<file path="config.mk">
export PLATFORM = sky130hd
export DESIGN_NAME = copper_frame_rx
export DESIGN_NICKNAME = d
export VERILOG_FILES = /design/src/rtl/copper_pkg.sv /design/src/rtl/copper_crc8.sv /design/src/rtl/copper_frame_rx.sv
export SDC_FILE = /design/constraint.sdc
export NUM_CORES = 1
export LEC_CHECK = 0
export CAP_MARGIN = 20
export CORE_UTILIZATION = 57
export DETAILED_ROUTE_END_ITERATION = 8
export PLACE_DENSITY = 0.86
export SLEW_MARGIN = 20
export SYNTH_ARGS = -nofsm -noshare
export SYNTH_HDL_FRONTEND = slang
export SYNTH_SLANG_ARGS = --single-unit
</file>
<file path="constraint.sdc">
create_clock -name clk -period 6.7 [get_ports clk]
set_clock_uncertainty 0.05 [all_clocks]
set_input_delay 1.005 -clock clk [delete_from_list [all_inputs] [get_ports clk]]
set_output_delay 1.005 -clock clk [all_outputs]
set_load 0.01 [all_outputs]
</file>
<file path="src/rtl/copper_pkg.sv">
// rtl/copper_pkg.sv - shared copper link definitions for the frame receiver and transmitter
package copper_pkg;

    typedef enum logic [2:0] {
        ST_IDLE,
        ST_START,
        ST_DATA,
        ST_CRC,
        ST_STOP,
        ST_DONE
    } rx_state_e;

    localparam int                   CRC_WIDTH         = 8;
    localparam logic [CRC_WIDTH-1:0] CRC_POLY          = 8'h07;
    localparam logic                 START_BIT         = 1'b0;
    localparam logic                 STOP_BIT          = 1'b1;
    localparam int                   DEFAULT_BITPERIOD = 8;

endpackage

</file>
<file path="src/rtl/copper_crc8.sv">
// rtl/copper_crc8.sv - serial CRC-8 accumulator, used only when COPPER_RX_CRC_EN is defined
module copper_crc8
    import copper_pkg::*;
(
    input  logic                 clk,
    input  logic                 aresetn,
    input  logic                 clear,
    input  logic                 bit_en,
    input  logic                 bit_in,
    output logic [CRC_WIDTH-1:0] crc
);

    logic [CRC_WIDTH-1:0] crc_q;
    logic                 fb;

    assign fb  = crc_q[CRC_WIDTH-1] ^ bit_in;
    assign crc = crc_q;

    always_ff @(posedge clk or negedge aresetn) begin
        if (!aresetn) begin
            crc_q <= '0;
        end else if (clear) begin
            crc_q <= '0;
        end else if (bit_en) begin
            crc_q <= {crc_q[CRC_WIDTH-2:0], 1'b0} ^ (fb ? CRC_POLY : '0);
        end
    end

endmodule

</file>
<file path="src/rtl/copper_frame_rx.sv">
// rtl/copper_frame_rx.sv - serial clock-count frame receiver; COPPER_RX_CRC_EN adds a trailing CRC-8 check
module copper_frame_rx
    import copper_pkg::*;
#(
    parameter int BITPERIOD = DEFAULT_BITPERIOD,
    parameter int CNTWIDTH  = 64
) (
    input  logic                clk,
    input  logic                aresetn,
    input  logic                rx_en,
    input  logic                rx_data,
    input  logic [CNTWIDTH-1:0] clkcnt,
    input  logic [CNTWIDTH-1:0] link_delay,
    output logic [CNTWIDTH-1:0] rx_clkcnt,
    output logic [CNTWIDTH-1:0] cap_clkcnt,
    output logic [CNTWIDTH-1:0] corr64,
    output logic                frame_valid,
    output logic                frame_err,
    output logic                busy,
    output logic [15:0]         frame_cnt,
    output logic [15:0]         err_cnt
);

    localparam int            TW        = $clog2(BITPERIOD);
    localparam int            BW        = $clog2(CNTWIDTH + 1);
    localparam logic [TW-1:0] HALF_LAST = TW'(BITPERIOD / 2 - 1);
    localparam logic [TW-1:0] BIT_LAST  = TW'(BITPERIOD - 1);
    localparam logic [BW-1:0] DATA_LAST = BW'(CNTWIDTH - 1);

    rx_state_e           state_q, state_d;
    logic                sync1_q, sync2_q, edge_q;
    logic [TW-1:0]       timer_q;
    logic [BW-1:0]       bitcnt_q;
    logic [CNTWIDTH-1:0] shift_q, cap_q;
    logic                bad_q;
    logic [CNTWIDTH-1:0] rx_clkcnt_q, cap_clkcnt_q, corr_q;
    logic                frame_valid_q, frame_err_q;
    logic [15:0]         frame_cnt_q, err_cnt_q;
    logic                fall, half_tick, bit_tick, crc_bad;

    assign fall      = edge_q & ~sync2_q;
    assign half_tick = (timer_q == HALF_LAST);
    assign bit_tick  = (timer_q == BIT_LAST);

`ifdef COPPER_RX_CRC_EN
    localparam logic [BW-1:0] CRC_LAST = BW'(CRC_WIDTH - 1);
    logic [CRC_WIDTH-1:0] crc_calc, crc_rx_q;

    copper_crc8 u_crc (
        .clk    (clk),
        .aresetn(aresetn),
        .clear  (state_q == ST_IDLE),
        .bit_en (state_q == ST_DATA && bit_tick),
        .bit_in (sync2_q),
        .crc    (crc_calc)
    );

    // Received CRC arrives MSB first, so shift toward the MSB.
    always_ff @(posedge clk or negedge aresetn) begin
        if (!aresetn) begin
            crc_rx_q <= '0;
        end else if (state_q == ST_CRC && bit_tick) begin
            crc_rx_q <= {crc_rx_q[CRC_WIDTH-2:0], sync2_q};
        end
    end

    assign crc_bad = (crc_rx_q != crc_calc);
`else
    assign crc_bad = 1'b0;
`endif

    always_ff @(posedge clk or negedge aresetn) begin
        if (!aresetn) state_q <= ST_IDLE;
        else          state_q <= state_d;
    end

    always_comb begin
        state_d = state_q;
        if (!rx_en) begin
            state_d = ST_IDLE;
        end else begin
            case (state_q)
                ST_IDLE:  if (fall) state_d = ST_START;
                ST_START: if (half_tick) state_d = (sync2_q == START_BIT) ? ST_DATA : ST_IDLE;
`ifdef COPPER_RX_CRC_EN
                ST_DATA:  if (bit_tick && bitcnt_q == DATA_LAST) state_d = ST_CRC;
                ST_CRC:   if (bit_tick && bitcnt_q == CRC_LAST) state_d = ST_STOP;
`else
                ST_DATA:  if (bit_tick && bitcnt_q == DATA_LAST) state_d = ST_STOP;
`endif
                ST_STOP:  if (bit_tick) state_d = ST_DONE;
                ST_DONE:  state_d = ST_IDLE;
                default:  state_d = ST_IDLE;
            endcase
        end
    end

    always_ff @(posedge clk or negedge aresetn) begin
        if (!aresetn) begin
            sync1_q       <= 1'b1;
            sync2_q       <= 1'b1;
            edge_q        <= 1'b1;
            timer_q       <= '0;
            bitcnt_q      <= '0;
            shift_q       <= '0;
            cap_q         <= '0;
            bad_q         <= 1'b0;
            rx_clkcnt_q   <= '0;
            cap_clkcnt_q  <= '0;
            corr_q        <= '0;
            frame_valid_q <= 1'b0;
            frame_err_q   <= 1'b0;
            frame_cnt_q   <= '0;
            err_cnt_q     <= '0;
        end else begin
            sync1_q       <= rx_data;
            sync2_q       <= sync1_q;
            edge_q        <= sync2_q;
            frame_valid_q <= 1'b0;
            frame_err_q   <= 1'b0;

            // Timer restarts on every state change and after each sampled bit.
            if (state_q == ST_IDLE || state_d != state_q || bit_tick) timer_q <= '0;
            else                                                      timer_q <= timer_q + 1'b1;

            if (state_d != state_q)
                bitcnt_q <= '0;
            else if (bit_tick && (state_q == ST_DATA || state_q == ST_CRC))
                bitcnt_q <= bitcnt_q + 1'b1;

            if (state_q == ST_IDLE && state_d == ST_START) cap_q <= clkcnt;
            if (state_q == ST_DATA && bit_tick) shift_q <= {sync2_q, shift_q[CNTWIDTH-1:1]};
            if (state_q == ST_STOP && bit_tick) bad_q <= (sync2_q != STOP_BIT) || crc_bad;

            if (state_q == ST_DONE && rx_en) begin
                if (bad_q) begin
                    frame_err_q <= 1'b1;
                    err_cnt_q   <= err_cnt_q + 1'b1;
                end else begin
                    rx_clkcnt_q   <= shift_q;
                    cap_clkcnt_q  <= cap_q;
                    corr_q        <= shift_q + link_delay - cap_q;
                    frame_valid_q <= 1'b1;
                    frame_cnt_q   <= frame_cnt_q + 1'b1;
                end
            end
        end
    end

    assign rx_clkcnt   = rx_clkcnt_q;
    assign cap_clkcnt  = cap_clkcnt_q;
    assign corr64      = corr_q;
    assign frame_valid = frame_valid_q;
    assign frame_err   = frame_err_q;
    assign busy        = (state_q != ST_IDLE);
    assign frame_cnt   = frame_cnt_q;
    assign err_cnt     = err_cnt_q;

endmodule

</file>
==> results.json <==
{
  "status": "complete, no violations",
  "diodes": 0,
  "initial_core_util_pct": 58.2,
  "cts_tree": "done",
  "ys_ff_latch": 371,
  "synthFlopType": "dfrtp_1",
  "arrival_ns": 4.72,
  "p_clk_share_pct": 32.3,
  "place.gp.congestion": 0.894,
  "placedCellCount": 2839,
  "clk_latency_ns": 0.54,
  "critPathKind": "input port to register",
  "cp-start-kind": "input port",
  "syn_to_final_growth_pct": 26.8,
  "setup_tns_ns": 0,
  "async_flop_share_pct": 100,
  "port_buffers": 358,
  "slew_viol_final": 0,
  "ctsHoldBuffers": 0,
  "synth.avg_cell_area_um2": 9.30,
  "required_ns": 7.07,
  "cts_setup_buffers": 0,
  "p_int_w": 0.00460,
  "max_clock_freq_mhz": 230,
  "pwr-share-comb_pct": 31.5,
  "hold_class": "register to register",
  "drc": 0,
  "h-tree-depth": 2,
  "cellPowerDensity_mw_per_mm2": 278,
  "cts.reportedPaths.clkPinSlew_ns": 0.06,
  "grt_first_pass_wirelength_um": 84800,
  "tightest_slew_ns": 1.08,
  "avgViaCountPerCell": 5.51,
  "clockBufferDepth": 3,
  "io_pins": 359,
  "first_pass_iters": 6,
  "finalWorstSetupSlack_ns": 2.35,
  "final_core_util_pct": 73.7,
  "wl_per_cell_um": 17.8,
  "die_height_um": 187,
  "drt_iter0_markers": 1053,
  "cap_violations": 0,
  "antenna_found_initial": 1,
  "dieArea_mm2": 0.0351,
  "seq_area_frac_synth_pct": 47.4,
  "rows": 67,
  "final_common_cell": "nand2_1",
  "synth_area_leaders": "dfrtp_1, nand2_1, fa_1",
  "dp_slack_ns": 1.78,
  "final_antenna_net_count": 0,
  "synth.distinct_cells": 65,
  "syn_nets": 2373,
  "grt_max_degree": 215,
  "p_leak_nw": 11.8,
  "cp-end-kind": "register",
  "dp_hpwl_um": 36900,
  "fin_crit_ns": 4.35,
  "wl_um": 51700,
  "grt_use_total_pct": 30.0,
  "yosysTopAreaCell": "dfrtp_1",
  "root_buffer": "clkbuf_16",
  "most-common-layout-cells": "nand2_1, dfrtp_1, clkdlybuf4s50_1, inv_1, o21ai_0",
  "grt_pass1_vias": 16600,
  "switching_share_pct": 33.3,
  "setup_violations": 0,
  "sequentialPowerShare_pct": 36.2,
  "die_width_um": 187,
  "overflow": 0,
  "yosys_warnings": 0,
  "final_net_count": 2698,
  "maxSlewHeadroom_pct": 28.1,
  "synth_edf_count": 0,
  "p_switching_w": 0.00230,
  "cts-resized-gates": 0,
  "vias": 16000,
  "synth_area_mm2": 0.0196,
  "peakVddDrop_mv": 0.246,
  "whs_ns": 0.303,
  "synth_cells": 2108,
  "stdcell_count": 2908,
  "hold_viol_final": 0,
  "cts_sinks": 371,
  "layout-drive-gt1-share_pct": 5.89,
  "numCtsBuffers": 40,
  "fin_crit_sh_pct": 64.9,
  "rsz0062_at_grt": "no",
  "coreArea_mm2": 0.0337,
  "yosysTopAreaCellShare_pct": 47.0,
  "cp_max_fo": 5
}
-- through the flow --
| step | area [µm²] | total power [W] |
|---|---|---|
| 3_3_place_gp | 23500 | 0.00461 |
| 6_report | 24900 | 0.00691 |
| 5_1_grt | 24900 | 0.00726 |
| 4_1_cts | 24800 | 0.00692 |
| 2_1_floorplan | 19600 | 0.00404 |
| 3_5_place_dp | 23500 | 0.00466 |
-- synth_stat cells (3+ instances only) --
| cell | count |
|---|---|
| nand2_1 | 468 |
| dfrtp_1 | 368 |
| inv_1 | 275 |
| o21ai_0 | 184 |
| a21oi_1 | 86 |
| clkbuf_1 | 78 |
| ha_1 | 70 |
| mux2_2 | 66 |
| fa_1 | 63 |
| nor2_1 | 63 |
| xnor2_1 | 62 |
| o21ai_1 | 41 |
| xor2_1 | 35 |
| nand4_1 | 32 |
| a21o_1 | 23 |
| nand3_1 | 20 |
| nor3_1 | 15 |
| and3_1 | 13 |
| nor2b_1 | 12 |
| o21a_1 | 11 |
| o21bai_1 | 11 |
| o31ai_1 | 8 |
| a211oi_1 | 7 |
| a31oi_1 | 6 |
| nand2b_1 | 6 |
| nor4_1 | 6 |
| o211ai_1 | 5 |
| a211o_1 | 4 |
| and2_1 | 4 |
| buf_1 | 4 |
| or3_1 | 4 |
| a21boi_1 | 3 |
| a2bb2oi_1 | 3 |
| and4_1 | 3 |
| dfstp_2 | 3 |
| mux2i_1 | 3 |
| nor3b_1 | 3 |
| nor4b_1 | 3 |
| o311ai_1 | 3 |
| or2_1 | 3 |
| or4_1 | 3 |
-- layer usage --
metal	GRT usage, %	part of all wire [%]	up-vias
met4	10.8	3.6	2
met5	0	0.023	-
li1	-	-	7515
met3	7.13	7.8	128
met1	37.8	40	7773
met2	50.6	48	606
-- cells by family (layout without fill, tap and decap cells) --
kind of cell	count (synthesis)	in the layout	synth area share (%)
AO/OA/AOI/OAI	418	418	12.3
buffers and inverters	359	711	6.88
flip-flops	371	371	47.4
XOR/XNOR	97	97	4.33
multiplexers	69	69	3.94
adder cells (fa/ha/maj)	133	133	10.9
AND/OR/NAND/NOR	661	661	14.3
-- power groups by stage --
stage	combinational, W	clock (W)	sequential (W)
after CTS	0.00216	0.00226	0.00250
after global routing	0.00242	0.00233	0.00252
after floorplan	0.00155	0	0.00249
after global placement	0.00208	0	0.00253
after detailed placement	0.00213	0	0.00254
final	0.00218	0.00223	0.00250
-- area by class of cell --
cell class | instances | area, µm²
flip-flops and latches | 371 | 9290
clock inverters | 11 | 140
clock buffers | 58 | 1170
inverters | 276 | 1040
well taps | 448 | 561
fillers | 2297 | 8850
repair buffers | 366 | 3680
multi-input cells | 1378 | 8980
-- final timing paths --
path | startpoint | endpoint | slack (ns) | depth (start not counted)
worst min register to register | sync1_q$_DFF_PN1_ | sync2_q$_DFF_PN1_ | 0.30 | 0
max in group asynchronous | aresetn | err_cnt[8]$_DFFE_PN0P_ | 4.87 | 2
min in group asynchronous | aresetn | cap_clkcnt[25]$_DFFE_PN0P_ | 0.38 | 1
worst max register to register | cap_q[1]$_DFFE_PN0P_ | corr64[63]$_DFFE_PN0P_ | 2.93 | 12
worst max-delay path | link_delay[3] | corr64[63]$_DFFE_PN0P_ | 2.35 | 14
worst min-delay path | sync1_q$_DFF_PN1_ | sync2_q$_DFF_PN1_ | 0.30 | 0
-- state kept, by name, summed over array words and instances, names as in the netlist, 3 cells and up --
register / flops
frame_cnt: 16
bitcnt_q: 7
timer_q: 3
err_cnt: 16
cap_clkcnt: 64
state_q: 3
corr64: 64
cap_q: 64
shift_q: 64
rx_clkcnt: 64
-- critical path: stages --
cell and delay [ns]:
clkdlybuf4s50_1 0.50, inv_1 0.07, fa_1 0.54, inv_1 0.05, ha_1 0.36, a21o_1 0.13, a21oi_1 0.10, a211oi_1 0.41
a21boi_1 0.22, nor4b_2 0.51, o21ai_1 0.24, a31oi_1 0.28, mux2i_1 0.22, o21ai_1 0.08
Power figures use the tool's default switching activity.
